$ cat src/rtl/multicore_pkg.sv
// multicore_pkg: shared types for the core's hazard control (scoreboard slots, FSM states, forward sources).
// Latency: none, types and pure functions only.
// Backpressure: not applicable.
package multicore_pkg;

    // Scoreboard slots carry a fixed-width rd; NUM_REGS on hazard_ctrl must not exceed this.
    localparam int HZ_MAX_REGS = 32;
    localparam int HZ_RD_W     = $clog2(HZ_MAX_REGS);

    localparam logic [1:0] MEMTOREG_LOAD = 2'b01;

    typedef struct packed {
        logic               valid;
        logic [HZ_RD_W-1:0] rd;
        logic               regwrite;
        logic               is_load;
    } t_hz_slot;

    typedef enum logic {
        HZ_RUN,
        HZ_DRAIN
    } t_hz_state;

    typedef enum logic [1:0] {
        FWD_NONE,
        FWD_EX,
        FWD_MEM,
        FWD_WB
    } t_fwd_src;

    // A slot supplies an operand only if it really writes that register; x0 is never a producer.
    function automatic logic hz_slot_hit(input t_hz_slot s, input logic [HZ_RD_W-1:0] rs,
                                         input logic use_rs);
        return s.valid && s.regwrite && (s.rd == rs) && (rs != '0) && use_rs;
    endfunction

endpackage

$ cat src/rtl/hazard_fwd_sel.sv
// hazard_fwd_sel: one operand's producer search over EX/MEM/WB with EX > MEM > WB priority and data mux.
// Latency: purely combinational.
// Backpressure: none; reports whether the winning producer is a load so the caller can stall.
module hazard_fwd_sel
    import multicore_pkg::*;
#(
    parameter int DATA_SIZE = 32
) (
    input  logic [HZ_RD_W-1:0]   i_rs,
    input  logic                 i_use_rs,
    input  t_hz_slot             i_slot_ex,
    input  t_hz_slot             i_slot_mem,
    input  t_hz_slot             i_slot_wb,
    input  logic [DATA_SIZE-1:0] i_ex_data,
    input  logic [DATA_SIZE-1:0] i_mem_data,
    input  logic [DATA_SIZE-1:0] i_wb_data,
    output t_fwd_src             o_src,
    output logic [DATA_SIZE-1:0] o_data,
    output logic                 o_load_hit
);

    // Youngest producer wins; o_load_hit reflects the winning slot only.
    always_comb begin
        o_src      = FWD_NONE;
        o_data     = '0;
        o_load_hit = 1'b0;
        if (hz_slot_hit(i_slot_ex, i_rs, i_use_rs)) begin
            o_src      = FWD_EX;
            o_data     = i_ex_data;
            o_load_hit = i_slot_ex.is_load;
        end else if (hz_slot_hit(i_slot_mem, i_rs, i_use_rs)) begin
            o_src      = FWD_MEM;
            o_data     = i_mem_data;
            o_load_hit = i_slot_mem.is_load;
        end else if (hz_slot_hit(i_slot_wb, i_rs, i_use_rs)) begin
            o_src      = FWD_WB;
            o_data     = i_wb_data;
            o_load_hit = i_slot_wb.is_load;
        end
    end

endmodule

$ cat src/rtl/hazard_ctrl.sv
// hazard_ctrl: EX/MEM/WB destination scoreboard driving decode forwarding, load-use stalls, squashes and drains.
// Latency: all controls and forward data combinational; slots and RUN/DRAIN state advance on i_aclk.
// Backpressure: holds fetch/decode and bubbles EX on load-use or drain; an EX redirect overrides any hold.
// Build option: define HAZARD_PERF_EN to add saturating o_stall_cycles / o_flush_count counters.
module hazard_ctrl
    import multicore_pkg::*;
#(
    parameter int NUM_REGS  = 32,
    parameter int DATA_SIZE = 32
) (
    input  logic                        i_aclk,
    input  logic                        i_areset,
    input  logic                        i_id_valid,
    input  logic [$clog2(NUM_REGS)-1:0] i_id_rs1,
    input  logic [$clog2(NUM_REGS)-1:0] i_id_rs2,
    input  logic                        i_id_use_rs1,
    input  logic                        i_id_use_rs2,
    input  logic [$clog2(NUM_REGS)-1:0] i_id_rd,
    input  logic                        i_id_regwrite,
    input  logic [1:0]                  i_id_memtoreg,
    input  logic                        i_id_jal,
    input  logic                        i_id_drain,
    input  logic                        i_ex_redirect,
    input  logic [DATA_SIZE-1:0]        i_ex_fwd_data,
    input  logic [DATA_SIZE-1:0]        i_mem_fwd_data,
    input  logic [DATA_SIZE-1:0]        i_wb_data,
    output logic                        o_forward_a,
    output logic                        o_forward_b,
    output logic [DATA_SIZE-1:0]        o_fdata_a,
    output logic [DATA_SIZE-1:0]        o_fdata_b,
    output logic                        o_hold_if,
    output logic                        o_hold_id,
    output logic                        o_id_en,
    output logic                        o_bubble_ex
`ifdef HAZARD_PERF_EN
    ,
    output logic [31:0]                 o_stall_cycles,
    output logic [31:0]                 o_flush_count
`endif
);

    t_hz_slot             slot_ex, slot_mem, slot_wb;
    t_hz_state            state_q, state_d;
    t_fwd_src             src_a, src_b;
    logic [DATA_SIZE-1:0] data_a, data_b;
    logic                 load_a, load_b;
    logic                 load_use, any_valid, drain_hold, hold_req;
    logic [HZ_RD_W-1:0]   rs1_w, rs2_w, rd_w;

    assign rs1_w = HZ_RD_W'(i_id_rs1);
    assign rs2_w = HZ_RD_W'(i_id_rs2);
    assign rd_w  = HZ_RD_W'(i_id_rd);

    hazard_fwd_sel #(.DATA_SIZE(DATA_SIZE)) u_fwd_a (
        .i_rs       (rs1_w),
        .i_use_rs   (i_id_use_rs1),
        .i_slot_ex  (slot_ex),
        .i_slot_mem (slot_mem),
        .i_slot_wb  (slot_wb),
        .i_ex_data  (i_ex_fwd_data),
        .i_mem_data (i_mem_fwd_data),
        .i_wb_data  (i_wb_data),
        .o_src      (src_a),
        .o_data     (data_a),
        .o_load_hit (load_a)
    );

    hazard_fwd_sel #(.DATA_SIZE(DATA_SIZE)) u_fwd_b (
        .i_rs       (rs2_w),
        .i_use_rs   (i_id_use_rs2),
        .i_slot_ex  (slot_ex),
        .i_slot_mem (slot_mem),
        .i_slot_wb  (slot_wb),
        .i_ex_data  (i_ex_fwd_data),
        .i_mem_data (i_mem_fwd_data),
        .i_wb_data  (i_wb_data),
        .o_src      (src_b),
        .o_data     (data_b),
        .o_load_hit (load_b)
    );

    // Load data only exists from WB onward, so a winning load in EX or MEM must stall.
    assign load_use = (load_a && ((src_a == FWD_EX) || (src_a == FWD_MEM))) ||
                      (load_b && ((src_b == FWD_EX) || (src_b == FWD_MEM)));

    assign any_valid = slot_ex.valid || slot_mem.valid || slot_wb.valid;

    // A drain already holds in the request cycle and keeps holding until the pipe behind decode is empty.
    assign drain_hold = (state_q == HZ_DRAIN) ? any_valid
                                              : (i_id_valid && i_id_drain && any_valid);

    assign hold_req = load_use || drain_hold;

    // Forwarding is withheld while decode is held; the held instruction re-resolves its operands later.
    assign o_forward_a = (src_a != FWD_NONE) && !hold_req;
    assign o_forward_b = (src_b != FWD_NONE) && !hold_req;
    assign o_fdata_a   = o_forward_a ? data_a : '0;
    assign o_fdata_b   = o_forward_b ? data_b : '0;

    // Squash priority: redirect, then stall/drain, then JAL; also computes RUN/DRAIN next state.
    always_comb begin
        state_d     = state_q;
        o_hold_if   = 1'b0;
        o_hold_id   = 1'b0;
        o_id_en     = 1'b1;
        o_bubble_ex = 1'b0;
        case (state_q)
            HZ_RUN:   if (drain_hold) state_d = HZ_DRAIN;
            HZ_DRAIN: if (!any_valid) state_d = HZ_RUN;
            default:  state_d = HZ_RUN;
        endcase
        if (i_ex_redirect) begin
            o_id_en     = 1'b0;
            o_bubble_ex = 1'b1;
            state_d     = HZ_RUN;
        end else if (hold_req) begin
            o_hold_if   = 1'b1;
            o_hold_id   = 1'b1;
            o_bubble_ex = 1'b1;
        end else if (i_id_jal) begin
            o_id_en = 1'b0;
        end
    end

    // Scoreboard shifts every cycle; EX captures decode only when a real instruction issues.
    always_ff @(posedge i_aclk) begin
        if (i_areset) begin
            slot_ex  <= '0;
            slot_mem <= '0;
            slot_wb  <= '0;
            state_q  <= HZ_RUN;
        end else begin
            slot_wb  <= slot_mem;
            slot_mem <= slot_ex;
            if (i_id_valid && !o_bubble_ex) begin
                slot_ex.valid    <= 1'b1;
                slot_ex.rd       <= rd_w;
                slot_ex.regwrite <= i_id_regwrite;
                slot_ex.is_load  <= (i_id_memtoreg == MEMTOREG_LOAD);
            end else begin
                slot_ex <= '0;
            end
            state_q <= state_d;
        end
    end

`ifdef HAZARD_PERF_EN
    // Saturating counts of held-decode cycles and redirect/JAL squash cycles.
    always_ff @(posedge i_aclk) begin
        if (i_areset) begin
            o_stall_cycles <= '0;
            o_flush_count  <= '0;
        end else begin
            if (o_hold_id && (o_stall_cycles != '1)) o_stall_cycles <= o_stall_cycles + 32'd1;
            if (!o_id_en && (o_flush_count != '1))   o_flush_count  <= o_flush_count + 32'd1;
        end
    end
`endif

endmodule

$ cat config.mk
export PLATFORM = sky130hd
export DESIGN_NAME = hazard_ctrl
export DESIGN_NICKNAME = d
export VERILOG_FILES = /design/src/rtl/multicore_pkg.sv /design/src/rtl/hazard_fwd_sel.sv /design/src/rtl/hazard_ctrl.sv
export SDC_FILE = /design/constraint.sdc
export NUM_CORES = 1
export LEC_CHECK = 0
export ABC_CLOCK_PERIOD_IN_PS = 20300
export CELL_PAD_IN_SITES_DETAIL_PLACEMENT = 0
export CELL_PAD_IN_SITES_GLOBAL_PLACEMENT = 1
export CORE_ASPECT_RATIO = 2
export CORE_MARGIN = 10
export CORE_UTILIZATION = 30
export CTS_BUF_LIST = sky130_fd_sc_hd__clkbuf_8
export DETAILED_ROUTE_END_ITERATION = 12
export PLACE_DENSITY_LB_ADDON = 0.1
export SYNTH_ARGS = -nofsm -noshare
export SYNTH_HDL_FRONTEND = slang
export SYNTH_SLANG_ARGS = --single-unit
$ cat constraint.sdc
create_clock -name i_aclk -period 20.3 [get_ports i_aclk]
set_input_delay 6.09 -clock i_aclk [delete_from_list [all_inputs] [get_ports i_aclk]]
set_output_delay 6.09 -clock i_aclk [all_outputs]
set_load 0.05 [all_outputs]
==> Yosys cells after proc, flatten, opt, wreduce, memory -nomap -nowiden <==
Index checks and enable logic that the tools add are counted.
{ "op_classes": {"n_eq_ne": 11, "mux": 31, "bitwise": 2, "n_reduce_logical": 42} }
{ "op_table": {"columns": ["op", "n"], "rows": [
  ["$mux W32", 8],
  ["$eq A5 B5 Y1", 6],
  ["$logic_and A1 B1 Y1", 28],
  ["$mux W1", 15],
  ["$mux W2", 6],
  ["$reduce_bool A5 Y1", 2],
  ["$mux W8", 1],
  ["$eq A2 B1 Y1 const B", 3],
  ["$logic_or A1 B1 Y1", 6],
  ["$eq A2 B2 Y1 const B", 2],
  ["$reduce_bool A2 Y1", 2],
  ["$reduce_or A2 Y1", 2],
  ["$logic_not A1 Y1", 2],
  ["$not A1 Y1", 2],
  ["$pmux W1 S2", 1]
]} }
{ "word_totals": {"ff_bits": 25, "out_inout_bits": 70} }

==> Depth between registers and ports, before layout <==
{ "logic_depth": {"depth_word": 18, "mapped_depth": 15} }

==> Hierarchy <==
A second synthesis with hierarchy kept.
{ "hier_totals": {"hier_cells": 521, "hier_area_um2": 3926.3} }
{ "by_module_without_submodules": {"columns": ["mod", "n_inst", "cells_each", "area_each_um2", "seq_area_each_um2"], "rows": [
  ["hazard_fwd_sel", 2, 191, 1312.5, 0.0],
  ["hazard_ctrl", 1, 139, 1301.2, 500.5]
]} }

==> Worst setup path after synthesis <==
Ideal clock, no wire load.
{ "synth_timing": {"kind": "input -> output", "start": "input port i_id_rs2[1]", "end": "output port o_fdata_a[23]", "t_arrival_ps": 9744, "required_time_ps": 14210, "slack_ps": 4466, "cell_stages": 12, "path_cell_list": "or4_4 -> o21a_1 -> nand4_1 -> buf_1 -> o21ai_0 -> ha_1 -> nand2_1 -> o22ai_1 -> a31o_2 -> clkbuf_8 -> buf_2 -> nor3_1"} }
{ "synth_between": {"elab_chain_len": 15, "word_cells_on_any_way": 28} }
{ "synth_lines": {"columns": ["element", "line", "rtl"], "rows": [
  ["from (decl)", "hazard_ctrl.sv:15", "input logic [$clog2(NUM_REGS)-1:0] i_id_rs2,"],
  ["$eq A5 B5 Y1", "multicore_pkg.sv:34", "return s.valid && s.regwrite && (s.rd == rs) && (rs != '0) && use_rs;"],
  ["$logic_and A1 B1 Y1 (3 in a row)", "multicore_pkg.sv:34", null],
  ["$mux W2", "hazard_fwd_sel.sv:35", "end else if (hz_slot_hit(i_slot_wb, i_rs, i_use_rs)) begin"],
  ["$mux W2", "hazard_fwd_sel.sv:31", "end else if (hz_slot_hit(i_slot_mem, i_rs, i_use_rs)) begin"],
  ["$mux W2", "hazard_fwd_sel.sv:27", "if (hz_slot_hit(i_slot_ex, i_rs, i_use_rs)) begin"],
  ["$eq A2 B1 Y1 or $eq A2 B2 Y1 (tied branches)", "hazard_ctrl.sv:84", "(load_b && ((src_b == FWD_EX) || (src_b == FWD_MEM)));"],
  ["$logic_or A1 B1 Y1", "hazard_ctrl.sv:84", null],
  ["$logic_and A1 B1 Y1 (*)", "hazard_ctrl.sv:84", null],
  ["$logic_or A1 B1 Y1 (*)", "hazard_ctrl.sv:83", "assign load_use = (load_a && ((src_a == FWD_EX) || (src_a == FWD_MEM))) ||"],
  ["$logic_or A1 B1 Y1 (*)", "hazard_ctrl.sv:92", "assign hold_req = load_use || drain_hold;"],
  ["$logic_not A1 Y1 (*)", "hazard_ctrl.sv:95", "assign o_forward_a = (src_a != FWD_NONE) && !hold_req;"],
  ["$logic_and A1 B1 Y1 (*)", "hazard_ctrl.sv:95", null],
  ["$mux W32 (*)", "hazard_ctrl.sv:97", "assign o_fdata_a = o_forward_a ? data_a : '0;"],
  ["to (decl)", "hazard_ctrl.sv:29", "output logic [DATA_SIZE-1:0] o_fdata_a,"]
]} }
Every way passes the cells marked *; elsewhere a longest branch is shown, timed or not.

==> Worst setup path in the final report <==
{ "layout_timing": {"start": "input port i_id_rs2[1]", "end": "output port o_fdata_a[24]"} }
The elaborated chain is that of the path after synthesis.

==> impl_metrics.env <==
export IMPL_fp_row_count=57
export IMPL_drc=0
export IMPL_synthMostInstantiatedCell="nand2_1"
export IMPL_switching_share_pct=26.57
export IMPL_drt_iter0_markers=377
export IMPL_max_stage_delay_ns=0.90
export IMPL_grt_pass1_wl_mm=26.88
export IMPL_hold_depth=2
export IMPL_grt_start_max_net_pins=76
export IMPL_gp_congestion=0.8651
export IMPL_crit_top_cell="clkdlybuf4s50_1"
export IMPL_cts_sinks=25
export IMPL_rsz0062_at_grt="no"
export IMPL_postCtsSetupBuffers=0
export IMPL_cts_root_buf="clkbuf_8"
export IMPL_tightest_slew_ns=1.167
export IMPL_drt_wl_total_mm=17.95
export IMPL_clk_path_buf_depth=2
export IMPL_slew_violations=0
export IMPL_path_depth=12
export IMPL_dpl_hpwl_mm=12.91
export IMPL_synth_seq_cells=25
export IMPL_grt_pass1_vias=4595
export IMPL_cts_htree_levels=1
export IMPL_overflow=0
export IMPL_async_flop_share_pct=0
export IMPL_drtAntennaViolNets=0
export IMPL_tritoncts="yes"
export IMPL_clkLatencyLatePin_ns=0.28
export IMPL_layout_nets=774
export IMPL_timing_critical_path_buf_inv=3
export IMPL_synthTopCellsByCount="nand2_1, nor2_1, a311o_1"
export IMPL_startpoint_type="input port"
export IMPL_placed_area_um2=5515
export IMPL_timing_final_crit_period_ns=17.06
export IMPL_hold_class="flop to flop"
export IMPL_worst_hold_slack_ns=0.4611
export IMPL_ys_types=46
export IMPL_crit_fanout=75
export IMPL_yosysTopAreaCell="a311o_1"
export IMPL_routed_via_density=5.825
export IMPL_arrival_ns=10.97
export IMPL_path_class="input port to output pin"
export IMPL_start_util_pct=30.56
export IMPL_portBuffers=191
export IMPL_final_layout_size_suffix_gt1_share_pct=8.166
export IMPL_coreArea_um2=12200
export IMPL_final_hold_viol_count=0
export IMPL_worstPathCellList="clkdlybuf4s50_1, or4_4, o21a_1, nand4_1, buf_4, o21ai_0, ha_1, nand2_1, o22ai_1, a31o_4, nor3_1, clkdlybuf4s50_1"
export IMPL_p_total_w=0.0001218
export IMPL_synth_edff_count=0
export IMPL_synth_top_cell_area_share_pct=14.23
export IMPL_multiInputGateArea_um2=2851
export IMPL_slowest_stage="a31o_4"
export IMPL_crit_required_ns=14.21
export IMPL_die_height_um=177.6
export IMPL_p_comb_share_pct=32.7
export IMPL_vias=4666
export IMPL_synth_top_flop_cell="dfxtp_1"
export IMPL_post_drt_wl_per_cell_um=22.41
export IMPL_intPower_w=0.00008946
export IMPL_final_area_um2=5577
export IMPL_crit_path_end_kind="output pin"
export IMPL_powerDensity_nw_per_um2=21.85
export IMPL_yosys_warnings=0
export IMPL_fmax_mhz=58.61
export IMPL_syn_area_um2=3727
export IMPL_ctsResizeCount=0
export IMPL_rr_worst_depth=7
export IMPL_synthToLayoutAreaGrowth_pct=49.61
export IMPL_die_area_um2=17550
export IMPL_post_route_period_util_pct=84.04
export IMPL_cellLeakagePower_nw=1.713
export IMPL_grt_use_total_pct=18.84
export IMPL_avgSynthCellArea_um2=7.352
export IMPL_antenna_found_initial=4
export IMPL_cts_hold_buffers=0
export IMPL_status="finished clean"
export IMPL_switching_power_w=0.00003237
export IMPL_pin_count=192
export IMPL_dr_pass1_iters=6
export IMPL_stdcell_count=801
export IMPL_slew_headroom_pct=22.21
export IMPL_synth_fp_nets=631
export IMPL_dp_cells=792
export IMPL_syn_inst=507
export IMPL_die_x_um=98.82
export IMPL_path_clk_slew_ns=0.08
export IMPL_skew_ns=0.004031
export IMPL_setup_viol=0
export IMPL_clkPwrFrac_pct=25.4
export IMPL_seqPwrFrac_pct=41.8
export IMPL_cts_buffers=3
export IMPL_cpLargestDelayFamily="buffers and inverters"
export IMPL_seq_area_frac_synth_pct=13.43
export IMPL_fill_cells=1232
export IMPL_tns_ns=0
export IMPL_synthTopCellsByArea="a311o_1, dfxtp_1, nand2_1, nor2_1, nor3_2"
export IMPL_regArea_um2=500.5
export IMPL_ir_drop_mv=0.04468
export IMPL_cap_viol_max_count=0
through the flow:
step	worst slack [ns]	util [%]
2_1_floorplan	4.466	-
3_3_place_gp	3.328	45.22
4_1_cts	3.252	45.62
6_report	3.239	45.73
5_1_grt	2.966	45.71
3_5_place_dp	3.264	45.22
layout make-up:
cell class              instances  area share (%)
clock buffers                   3          0.7404
flip-flops and latches         25           8.975
repair buffers                199           35.36
inverters                       2          0.1346
diodes                          5          0.2244
well taps                     147           3.298
clock inverters                 1          0.1346
multi-input cells             419           51.13
placed cells by master (no fill, tap or decap), drive strengths merged, types with 4 or more instances in the layout:
| cell type | instances |
|---|---|
| dfxtp | 25 |
| a21oi | 13 |
| nor3b | 12 |
| nor2 | 57 |
| nor4b | 6 |
| xnor2 | 14 |
| xor2 | 16 |
| clkdlybuf4s50 | 191 |
| o21ai | 5 |
| nand3 | 37 |
| o21bai | 11 |
| or3b | 21 |
| diode | 5 |
| buf | 8 |
| nor3 | 58 |
| a2111oi | 11 |
| a311o | 53 |
| or4 | 4 |
| nor4 | 6 |
| nor2b | 15 |
| nand2 | 59 |
routing by layer:
layer / track usage (%) / part of all wire, % / wire [um]
met1: 19.90 / 37 / 6576
met2: 35.63 / 55 / 9934
met3: 2.609 / 5.7 / 1019
met4: 7.923 / 2.4 / 423
met5: 0 / 0 / 0
worst paths after layout:
kind                     from       endpoint  slack (ns)
setup reg to reg  slot_mem[6]     slot_ex[3]       16.57
hold / removal    slot_mem[0]     slot_wb[0]        0.46
setup / recovery  i_id_rs2[1]  o_fdata_a[24]        3.24
hold reg to reg   slot_mem[0]     slot_wb[0]        0.46
flip-flops by register name (all words and copies together) (netlist names):
register	count
state_q	1
slot_mem	8
slot_wb	8
slot_ex	8
logic make-up (layout without fill, tap and decap cells):
kind of cell | Yosys count | in the layout | share of synthesized area [%]
XOR/XNOR | 30 | 30 | 7.049
AND/OR/NAND/NOR | 283 | 283 | 42.23
adder cells (fa/ha/maj) | 2 | 2 | 0.6713
flip-flops | 25 | 25 | 13.43
AO/OA/AOI/OAI | 104 | 104 | 25.68
other | 0 | 5 | 0
buffers and inverters | 63 | 205 | 10.94
tightest hold or removal path: stages, from the launching register on:
cell and delay (ns):
dfxtp_1 0.32, inv_1 0.06, nor2_1 0.04
power groups by stage:
stage	registers (W)	logic, W	clock network (W)
after floorplan	0.0000516	0.00000974	0
final	0.0000510	0.0000399	0.0000310
after global routing	0.0000511	0.0000425	0.0000334
after CTS	0.0000510	0.0000399	0.0000319
after global placement	0.0000521	0.0000392	0
after detailed placement	0.0000521	0.0000395	0
No activity file was read; power rests on OpenSTA's default activity.
